### config.mk
export PLATFORM = sky130hd
export DESIGN_NAME = jtaglet_multi_flat
export DESIGN_NICKNAME = d
export VERILOG_FILES = /design/src/rtl/jtaglet_pkg.sv /design/src/rtl/jtaglet_multi_if.sv /design/src/rtl/jtag_tap_fsm.sv /design/src/rtl/jtaglet_multi.sv /design/src/flat_wrapper.sv
export SDC_FILE = /design/constraint.sdc
export NUM_CORES = 1
export LEC_CHECK = 0
export CORE_ASPECT_RATIO = 0.8
export CORE_UTILIZATION = 52
export CTS_BUF_LIST = sky130_fd_sc_hd__clkbuf_8 sky130_fd_sc_hd__clkbuf_16
export DETAILED_ROUTE_END_ITERATION = 8
export GPL_ROUTABILITY_DRIVEN = 0
export PLACE_DENSITY = 0.83
export SYNTH_ARGS = -nofsm -noshare
export SYNTH_HDL_FRONTEND = slang
export SYNTH_HIERARCHICAL = 1
export SYNTH_SLANG_ARGS = --single-unit
### constraint.sdc
create_clock -name tck -period 3 [get_ports tck]
set_input_delay 0.6 -clock tck [delete_from_list [all_inputs] [get_ports tck]]
set_output_delay 0.6 -clock tck [all_outputs]
set_load 0.01 [all_outputs]
### src/rtl/jtaglet_pkg.sv
// jtaglet_pkg: TAP state enumeration and instruction opcode helpers shared by
// the jtaglet_multi block and its TAP controller.
package jtaglet_pkg;

    typedef enum logic [3:0] {
        TAP_TLR,
        TAP_RTI,
        TAP_SEL_DR,
        TAP_CAP_DR,
        TAP_SHIFT_DR,
        TAP_EXIT1_DR,
        TAP_PAUSE_DR,
        TAP_EXIT2_DR,
        TAP_UPD_DR,
        TAP_SEL_IR,
        TAP_CAP_IR,
        TAP_SHIFT_IR,
        TAP_EXIT1_IR,
        TAP_PAUSE_IR,
        TAP_EXIT2_IR,
        TAP_UPD_IR
    } tap_state_e;

    // IDCODE opcode: all ones except the LSB
    function automatic logic [7:0] idcode_op(input int unsigned ir_len);
        return 8'((32'd1 << ir_len) - 32'd2);
    endfunction

    // BYPASS opcode: all ones
    function automatic logic [7:0] bypass_op(input int unsigned ir_len);
        return 8'((32'd1 << ir_len) - 32'd1);
    endfunction

    // USERCODE opcode: all ones above a 2'b01 tail
    function automatic logic [7:0] usercode_op(input int unsigned ir_len);
        return 8'((32'd1 << ir_len) - 32'd3);
    endfunction

endpackage

### src/rtl/jtaglet_multi_if.sv
// jtaglet_multi_if: per-channel user data bus between the TAP and user logic.
interface jtaglet_multi_if #(
    parameter int unsigned NUM_USER     = 4,
    parameter int unsigned USERDATA_LEN = 32
);
    logic [NUM_USER*USERDATA_LEN-1:0] user_din;
    logic [NUM_USER*USERDATA_LEN-1:0] user_dout;
    logic [NUM_USER-1:0]              user_upd;
    logic [NUM_USER-1:0]              user_cap;

    modport master (output user_din, input user_dout, input user_upd, input user_cap);
    modport slave  (input user_din, output user_dout, output user_upd, output user_cap);
endinterface

### src/rtl/jtag_tap_fsm.sv
// jtag_tap_fsm: 16-state IEEE 1149.1 TAP controller with one-hot state decodes.
module jtag_tap_fsm
    import jtaglet_pkg::*;
(
    input  logic tck,
    input  logic trst,
    input  logic tms,
    output logic tlr_c,
    output logic cap_dr_c,
    output logic shift_dr_c,
    output logic upd_dr_c,
    output logic cap_ir_c,
    output logic shift_ir_c,
    output logic upd_ir_c
);

    tap_state_e state_q, state_d;

    // state register
    always_ff @(posedge tck or negedge trst) begin
        if (!trst) state_q <= TAP_TLR;
        else       state_q <= state_d;
    end

    // next state from tms and state decodes
    always_comb begin
        state_d    = state_q;
        tlr_c      = 1'b0;
        cap_dr_c   = 1'b0;
        shift_dr_c = 1'b0;
        upd_dr_c   = 1'b0;
        cap_ir_c   = 1'b0;
        shift_ir_c = 1'b0;
        upd_ir_c   = 1'b0;
        case (state_q)
            TAP_TLR:      begin tlr_c = 1'b1; state_d = tms ? TAP_TLR : TAP_RTI; end
            TAP_RTI:      state_d = tms ? TAP_SEL_DR   : TAP_RTI;
            TAP_SEL_DR:   state_d = tms ? TAP_SEL_IR   : TAP_CAP_DR;
            TAP_CAP_DR:   begin cap_dr_c = 1'b1; state_d = tms ? TAP_EXIT1_DR : TAP_SHIFT_DR; end
            TAP_SHIFT_DR: begin shift_dr_c = 1'b1; state_d = tms ? TAP_EXIT1_DR : TAP_SHIFT_DR; end
            TAP_EXIT1_DR: state_d = tms ? TAP_UPD_DR   : TAP_PAUSE_DR;
            TAP_PAUSE_DR: state_d = tms ? TAP_EXIT2_DR : TAP_PAUSE_DR;
            TAP_EXIT2_DR: state_d = tms ? TAP_UPD_DR   : TAP_SHIFT_DR;
            TAP_UPD_DR:   begin upd_dr_c = 1'b1; state_d = tms ? TAP_SEL_DR : TAP_RTI; end
            TAP_SEL_IR:   state_d = tms ? TAP_TLR      : TAP_CAP_IR;
            TAP_CAP_IR:   begin cap_ir_c = 1'b1; state_d = tms ? TAP_EXIT1_IR : TAP_SHIFT_IR; end
            TAP_SHIFT_IR: begin shift_ir_c = 1'b1; state_d = tms ? TAP_EXIT1_IR : TAP_SHIFT_IR; end
            TAP_EXIT1_IR: state_d = tms ? TAP_UPD_IR   : TAP_PAUSE_IR;
            TAP_PAUSE_IR: state_d = tms ? TAP_EXIT2_IR : TAP_PAUSE_IR;
            TAP_EXIT2_IR: state_d = tms ? TAP_UPD_IR   : TAP_SHIFT_IR;
            TAP_UPD_IR:   begin upd_ir_c = 1'b1; state_d = tms ? TAP_SEL_DR : TAP_RTI; end
            default:      state_d = TAP_TLR;
        endcase
    end

endmodule

### src/rtl/jtaglet_multi.sv
// jtaglet_multi: JTAG TAP with IDCODE, BYPASS and NUM_USER user data channels.
// Optional feature macro: JTAGLET_MULTI_USERCODE_EN adds a read-only USERCODE DR.
module jtaglet_multi
    import jtaglet_pkg::*;
#(
    parameter int unsigned IR_LEN       = 5,
    parameter int unsigned NUM_USER     = 4,
    parameter int unsigned USERDATA_LEN = 32,
    parameter logic [7:0]  USER_BASE_OP = 8'h08,
    parameter logic [3:0]  ID_PARTVER   = 4'h0,
    parameter logic [15:0] ID_PARTNUM   = 16'h0000,
`ifdef JTAGLET_MULTI_USERCODE_EN
    parameter logic [10:0] ID_MANF      = 11'h000,
    parameter logic [31:0] USERCODE     = 32'h0
`else
    parameter logic [10:0] ID_MANF      = 11'h000
`endif
) (
    input  logic              tck,
    input  logic              trst,
    input  logic              tms,
    input  logic              tdi,
    output logic              tdo,
    output logic              tdo_en,
    jtaglet_multi_if.slave    bus
);

    localparam int unsigned       UW          = USERDATA_LEN;
    localparam logic [IR_LEN-1:0] IDCODE_OP   = IR_LEN'(idcode_op(IR_LEN));
    localparam logic [IR_LEN-1:0] USERCODE_OP = IR_LEN'(usercode_op(IR_LEN));
    localparam logic [31:0]       IDCODE_VAL  = {ID_PARTVER, ID_PARTNUM, ID_MANF, 1'b1};

    // user opcodes must stay clear of USERCODE/IDCODE/BYPASS
    if (int'(USER_BASE_OP) + int'(NUM_USER) - 1 >= int'(USERCODE_OP)) begin : g_op_overlap
        $error("jtaglet_multi: user opcodes overlap the reserved opcode range");
    end

    logic tlr_c, cap_dr_c, shift_dr_c, upd_dr_c, cap_ir_c, shift_ir_c, upd_ir_c;

    jtag_tap_fsm u_tap (
        .tck        (tck),
        .trst       (trst),
        .tms        (tms),
        .tlr_c      (tlr_c),
        .cap_dr_c   (cap_dr_c),
        .shift_dr_c (shift_dr_c),
        .upd_dr_c   (upd_dr_c),
        .cap_ir_c   (cap_ir_c),
        .shift_ir_c (shift_ir_c),
        .upd_ir_c   (upd_ir_c)
    );

    logic [IR_LEN-1:0]        ir_shift, ir_active;
    logic [31:0]              dr32;
    logic                     bypass_q;
    logic [NUM_USER*UW-1:0]   user_sr, user_dout_q;
    logic [NUM_USER-1:0]      user_upd_q, user_cap_q;
    logic [NUM_USER-1:0]      sel_user;
    logic                     sel_id, sel_uc, sel_byp, dr_lsb;

    // instruction decode; unknown opcodes fall through to BYPASS
    always_comb begin
        sel_user = '0;
        for (int k = 0; k < int'(NUM_USER); k++) begin
            if (ir_active == IR_LEN'(int'(USER_BASE_OP) + k)) sel_user[k] = 1'b1;
        end
        sel_id = (ir_active == IDCODE_OP);
`ifdef JTAGLET_MULTI_USERCODE_EN
        sel_uc = (ir_active == USERCODE_OP);
`else
        sel_uc = 1'b0;
`endif
        sel_byp = !(sel_id || sel_uc || (|sel_user));
    end

    // serial output bit of the selected DR
    always_comb begin
        dr_lsb = bypass_q;
        if (sel_id || sel_uc) dr_lsb = dr32[0];
        for (int k = 0; k < int'(NUM_USER); k++) begin
            if (sel_user[k]) dr_lsb = user_sr[k*UW];
        end
    end

    // IR capture/shift/update; TLR reselects IDCODE
    always_ff @(posedge tck or negedge trst) begin
        if (!trst) begin
            ir_shift  <= '0;
            ir_active <= IDCODE_OP;
        end else begin
            if (cap_ir_c)        ir_shift <= IR_LEN'(1);
            else if (shift_ir_c) ir_shift <= {tdi, ir_shift[IR_LEN-1:1]};
            if (tlr_c)           ir_active <= IDCODE_OP;
            else if (upd_ir_c)   ir_active <= ir_shift;
        end
    end

    // DR capture and shift; only the selected register moves
    always_ff @(posedge tck or negedge trst) begin
        if (!trst) begin
            dr32     <= '0;
            bypass_q <= 1'b0;
            user_sr  <= '0;
        end else if (cap_dr_c) begin
            if (sel_byp) bypass_q <= 1'b0;
            if (sel_id)  dr32 <= IDCODE_VAL;
`ifdef JTAGLET_MULTI_USERCODE_EN
            if (sel_uc)  dr32 <= USERCODE;
`endif
            for (int k = 0; k < int'(NUM_USER); k++) begin
                if (sel_user[k]) user_sr[k*UW +: UW] <= bus.user_din[k*UW +: UW];
            end
        end else if (shift_dr_c) begin
            if (sel_byp)          bypass_q <= tdi;
            if (sel_id || sel_uc) dr32 <= {tdi, dr32[31:1]};
            for (int k = 0; k < int'(NUM_USER); k++) begin
                if (sel_user[k]) user_sr[k*UW +: UW] <= UW'({tdi, user_sr[k*UW +: UW]} >> 1);
            end
        end
    end

    // user update holding registers and one-cycle strobes; TLR leaves them alone
    always_ff @(posedge tck or negedge trst) begin
        if (!trst) begin
            user_dout_q <= '0;
            user_upd_q  <= '0;
            user_cap_q  <= '0;
        end else begin
            user_cap_q <= cap_dr_c ? sel_user : '0;
            user_upd_q <= upd_dr_c ? sel_user : '0;
            if (upd_dr_c) begin
                for (int k = 0; k < int'(NUM_USER); k++) begin
                    if (sel_user[k]) user_dout_q[k*UW +: UW] <= user_sr[k*UW +: UW];
                end
            end
        end
    end

    // tdo and tdo_en launch on the falling edge
    always_ff @(negedge tck or negedge trst) begin
        if (!trst) begin
            tdo    <= 1'b0;
            tdo_en <= 1'b0;
        end else begin
            tdo_en <= shift_dr_c || shift_ir_c;
            tdo    <= shift_ir_c ? ir_shift[0] : (shift_dr_c ? dr_lsb : 1'b0);
        end
    end

    assign bus.user_dout = user_dout_q;
    assign bus.user_upd  = user_upd_q;
    assign bus.user_cap  = user_cap_q;

endmodule

### src/flat_wrapper.sv
// flat-port wrapper written by rule: the top's interface ports become plain ports
module jtaglet_multi_flat import jtaglet_pkg::*;
#(
    parameter int unsigned IR_LEN       = 5,
    parameter int unsigned NUM_USER     = 4,
    parameter int unsigned USERDATA_LEN = 32,
    parameter logic [7:0]  USER_BASE_OP = 8'h08,
    parameter logic [3:0]  ID_PARTVER   = 4'h0,
    parameter logic [15:0] ID_PARTNUM   = 16'h0000,

    parameter logic [10:0] ID_MANF      = 11'h000

)
  (tck, trst, tms, tdi, tdo, tdo_en, bus_user_din, bus_user_dout, bus_user_upd, bus_user_cap);
  jtaglet_multi_if #(.NUM_USER(NUM_USER), .USERDATA_LEN(USERDATA_LEN)) bus_i ();
  input  logic tck;
  input  logic trst;
  input  logic tms;
  input  logic tdi;
  output logic tdo;
  output logic tdo_en;
  input wire logic [$bits(bus_i.user_din)-1:0] bus_user_din;
  output wire logic [$bits(bus_i.user_dout)-1:0] bus_user_dout;
  output wire logic [$bits(bus_i.user_upd)-1:0] bus_user_upd;
  output wire logic [$bits(bus_i.user_cap)-1:0] bus_user_cap;
  assign bus_i.user_din = bus_user_din;
  assign bus_user_dout = bus_i.user_dout;
  assign bus_user_upd = bus_i.user_upd;
  assign bus_user_cap = bus_i.user_cap;
  jtaglet_multi #(.IR_LEN(IR_LEN), .NUM_USER(NUM_USER), .USERDATA_LEN(USERDATA_LEN), .USER_BASE_OP(USER_BASE_OP), .ID_PARTVER(ID_PARTVER), .ID_PARTNUM(ID_PARTNUM), .ID_MANF(ID_MANF)) u_core (.tck(tck), .trst(trst), .tms(tms), .tdi(tdi), .tdo(tdo), .tdo_en(tdo_en), .bus(bus_i));
endmodule
* Yosys cells after proc, flatten, opt, wreduce, memory -nomap -nowiden
Cells that the tools add are included.
Word-level totals: flip-flop bits (word level) 313, input bits 132, logic and storage cells 124, output and inout port bits 138
Operators by class: mux-type cells 55, eq/ne operators 32, reductions and logical operators 20
Operator list (count):
- $mux 32 | 12
- $mux 128 | 2
- $pmux 4 s12 | 1
- $eq 4x4->1 const B | 8
- $mux 1 | 25
- $mux 4 | 6
- $ne 2x2->1 const B | 12
- $eq 5x4->1 const B | 4
- $mux 5 | 4
- $reduce_and 3->1 | 6
- $eq 4x3->1 const B | 4
- $eq 4x2->1 const B | 2
- $reduce_and 2->1 | 4
- $mux 2 | 3
- $mux 3 | 2
- $reduce_bool 2->1 | 3
- $eq 5x5->1 const B | 1
- $eq 4x1->1 const B | 1
- $logic_not 4->1 | 1
- $reduce_or 2->1 | 2
- $reduce_or 4->1 | 1
- $reduce_or 3->1 | 1
- $logic_or 1x1->1 | 2

* Logic depth before layout (Yosys ltp)
depth after elaboration 8, gate-level depth with buffers 9, depth with buffers taken out 6

* Hierarchy
Netlist, hierarchy kept.
Modules (own cells, without submodules):
- jtaglet_multi | cells each 1049, instances 1, area each 12903.6 um2, sequential area each 7737.4 um2
- jtag_tap_fsm | cells each 46, instances 1, area each 339.1 um2, sequential area each 100.1 um2

==> metrics.cfg <==
[timing]
fin_hold_ws_ns=0.482
setup-tns-final_ns=-0.301
rsz0062_at_grt=true
setup_viol=3
skew_ns=0.00796
max_slew_margin=0.310
drv_slew=0
worst_pin_slew_ns=1.03
setup_slack_ns=-0.152
hold_violations=0

[synthesis]
ys.warnings.count=6
ys_seq_area_frac=0.592
synth_cell_type_count=47
yosys.area.top_type=dfrtp_1
synth_area_leaders=dfrtp_1, mux2i_1, mux2_2
async_reset_ff_frac=1.00
synth_cells=1095
synth_edf_count=0
synthFlopType=dfrtp_1
syn-cell-area_sq_um=13200
syn-num-nets=1227
yosysTopAreaCellShare=0.580
syn_area_per_cell_sq_um=12.1
ys_seq_elements=313

[worst_setup_path]
required_ns=2.40
regToRegSetupSlack_ns=-0.01
max_stage_delay_ns=0.39
cp_slowest_cell=dfrtn_1
cp.buffers_inverters=1
worstReg2RegEnd=u_core/tdo$_DFF_NN0_
startpoint_type=flop
timing.rr.start=u_core/ir_active[2]$_DFFE_PN1P_
cp_max_fo=1
cp.arrival_ns=2.55
crit_type=reg -> out
crit_chain=buf_2
worstSetupEndpointType=output pin
worstRegToRegCells=5
path_delay_family=flip-flops

[cts]
tritoncts=yes
clock_latency_ns=0.55
numCtsBuffers=31
cts.sinks=313
cts_buffer_depth=3
clock-root-buffer=clkbuf_16
clk_pin_slew_ns=0.06
htreeDepth=1

[final_layout]
postLayoutCellArea_sq_um=17400
stdcell_count=1698
fillCellCount=1700
drive_gt1_frac=0.167
final_core_util=0.706
layout.nets=1487
area_delta_synth_final_pct=31.7

[drt]
routed_wl_um=30900
via_per_inst=5.35
drt_iter0_drc=485
vias=9081
dr.pass1.iters=5
drc=0
wire_per_inst_um=18.2
ant_nets=0

[pwr]
power_density_nw_per_um2=724
ir_worst_vdd_v=0.000519
p_leak_nw=7.68

[global_routing]
grt_use_total=0.234
antenna_found_initial=2
grt_overflow=0
grt_pass1_wl_um=49200
grt_max_degree=180
grt_pass1_vias=9463

[job]
drv_cap=0

[floorplanning]
pin_count=270
fp.dieW_um=180
die_h_um=145
die_area_sq_um=26100
initial_core_util=0.536
core-area_sq_um=24700
rows=51

[placed_design]
placed_cells=1637
hpwl_um=19900
postPlaceCellArea_sq_um=16300
portBuffers=269

[status]
violations=setup timing
outcome=finished with violations

[hold_path]
hold_start=u_core/dr32[6]$_DFFE_PN0P_
hp-class=reg -> reg
min_path_cells=2
whs_endpoint=u_core/dr32[6]$_DFFE_PN0P_

## metal layers
layer / vias up / track usage / wire (um)
li1: 4308 / - / -
met1: 4476 / 0.312 / 13500
met2: 260 / 0.385 / 14600
met3: 37 / 0.0653 / 2250
met4: 0 / 0.0553 / 530
met5: - / 0 / 0
## layout by cell type (no fill, tap or decap), types with 2 or more instances in the layout
cell type and instances:
dfrtp_1 307, clkdlybuf4s50_1 266, mux2i_1 130, nor2_1 111, a21oi_1 103, mux2_2 100, nand2_1 74, o21ai_0 67
clkbuf_16 31, nand2b_1 31, mux2_4 29, buf_4 25, inv_1 14, nor2b_1 8, bufinv_16 7, clkbuf_8 5
nand3_1 5, a211o_1 5, clkinv_2 4, dfstp_2 4, and2_1 3, buf_12 3, clkinvlp_4 2, buf_6 2
o21a_1 2, o221ai_1 2, nand3b_1 2, o211ai_1 2, dfrtn_1 2, nor4_1 2
## metrics by stage
step	setup slack, ns	total power, mW
global route	-0.177	13.2
floorplan	0.0689	6.92
global placement	-0.0176	8.25
finish	-0.152	12.6
detailed placement	-0.0323	8.36
CTS	-0.169	12.6
## sequential cells by signal, indices dropped and copies added (netlist names)
name / count
u_core/tdo_en: 1
u_core/bus.user_upd: 4
u_core/bus.user_cap: 4
u_core/ir_active: 5
u_core/dr32: 32
u_core/tdo: 1
u_core/bus.user_dout: 128
u_core/bypass_q: 1
u_core/u_tap/state_q: 4
u_core/user_sr: 128
u_core/ir_shift: 5
## power breakdown
group          switching (mW)  total [mW]  internal (mW)
Sequential              0.389        5.21           4.82
Combinational            1.47        3.19           1.72
Clock                    1.63        4.23           2.61
Total                    3.48        12.6           9.15
## kinds of logic (layout without fill, tap and decap cells)
group           Yosys count  after routing  share of synthesized area
compound gates          188            188                     0.0757
other cells               0              1                          0
mux                     259            259                      0.216
flops                   313            313                      0.592
simple gates            254            254                     0.0880
buf+inv                  81            365                     0.0283
## synthesized netlist by cell type (3+ instances only)
cell type	n
buf_4	3
and2_1	3
o21ai_0	67
buf_2	30
nand2b_1	31
buf_6	3
mux2i_1	130
a21oi_1	103
nor2_1	111
dfstp_2	4
inv_1	8
dfrtp_1	307
mux2_4	29
nand2_1	74
nand3_1	5
mux2_2	100
nor2b_1	9
a211o_1	5
clkbuf_1	34
## worst max path at each step
stage / start / endpoint / cells past startpoint
final: u_core/tdo_en$_DFF_NN0_ / tdo_en / 1
after global placement: u_core/tdo$_DFF_NN0_ / tdo / 1
after global routing: u_core/tdo_en$_DFF_NN0_ / tdo_en / 1
after floorplan: u_core/ir_active[4]$_DFFE_PN1P_ / u_core/tdo$_DFF_NN0_ / 5
after CTS: u_core/tdo_en$_DFF_NN0_ / tdo_en / 1
after detailed placement: u_core/ir_active[4]$_DFFE_PN1P_ / u_core/tdo$_DFF_NN0_ / 4
## what timing repair did
item / CTS / global route
setup buffers: 0 / 2
endpoints found under the hold margin: 29 / 0
gates resized for setup: 12 / 6
hold buffers: 1 / 0
pin swaps: 1 / 3
setup endpoints to repair: 3 / 3
## cell type report
class                   count  area [sq um]  area share
diodes                      1          2.50    0.000143
multi-input cells         701          5080       0.291
well taps                 318           398      0.0228
flip-flops and latches    313          7840       0.449
repair buffers            299          2960       0.170
clock buffers              36           845      0.0484
clock inverters            21           285      0.0164
inverters                   9          33.8     0.00194
Note: power is estimated with default switching activity, not from simulation.
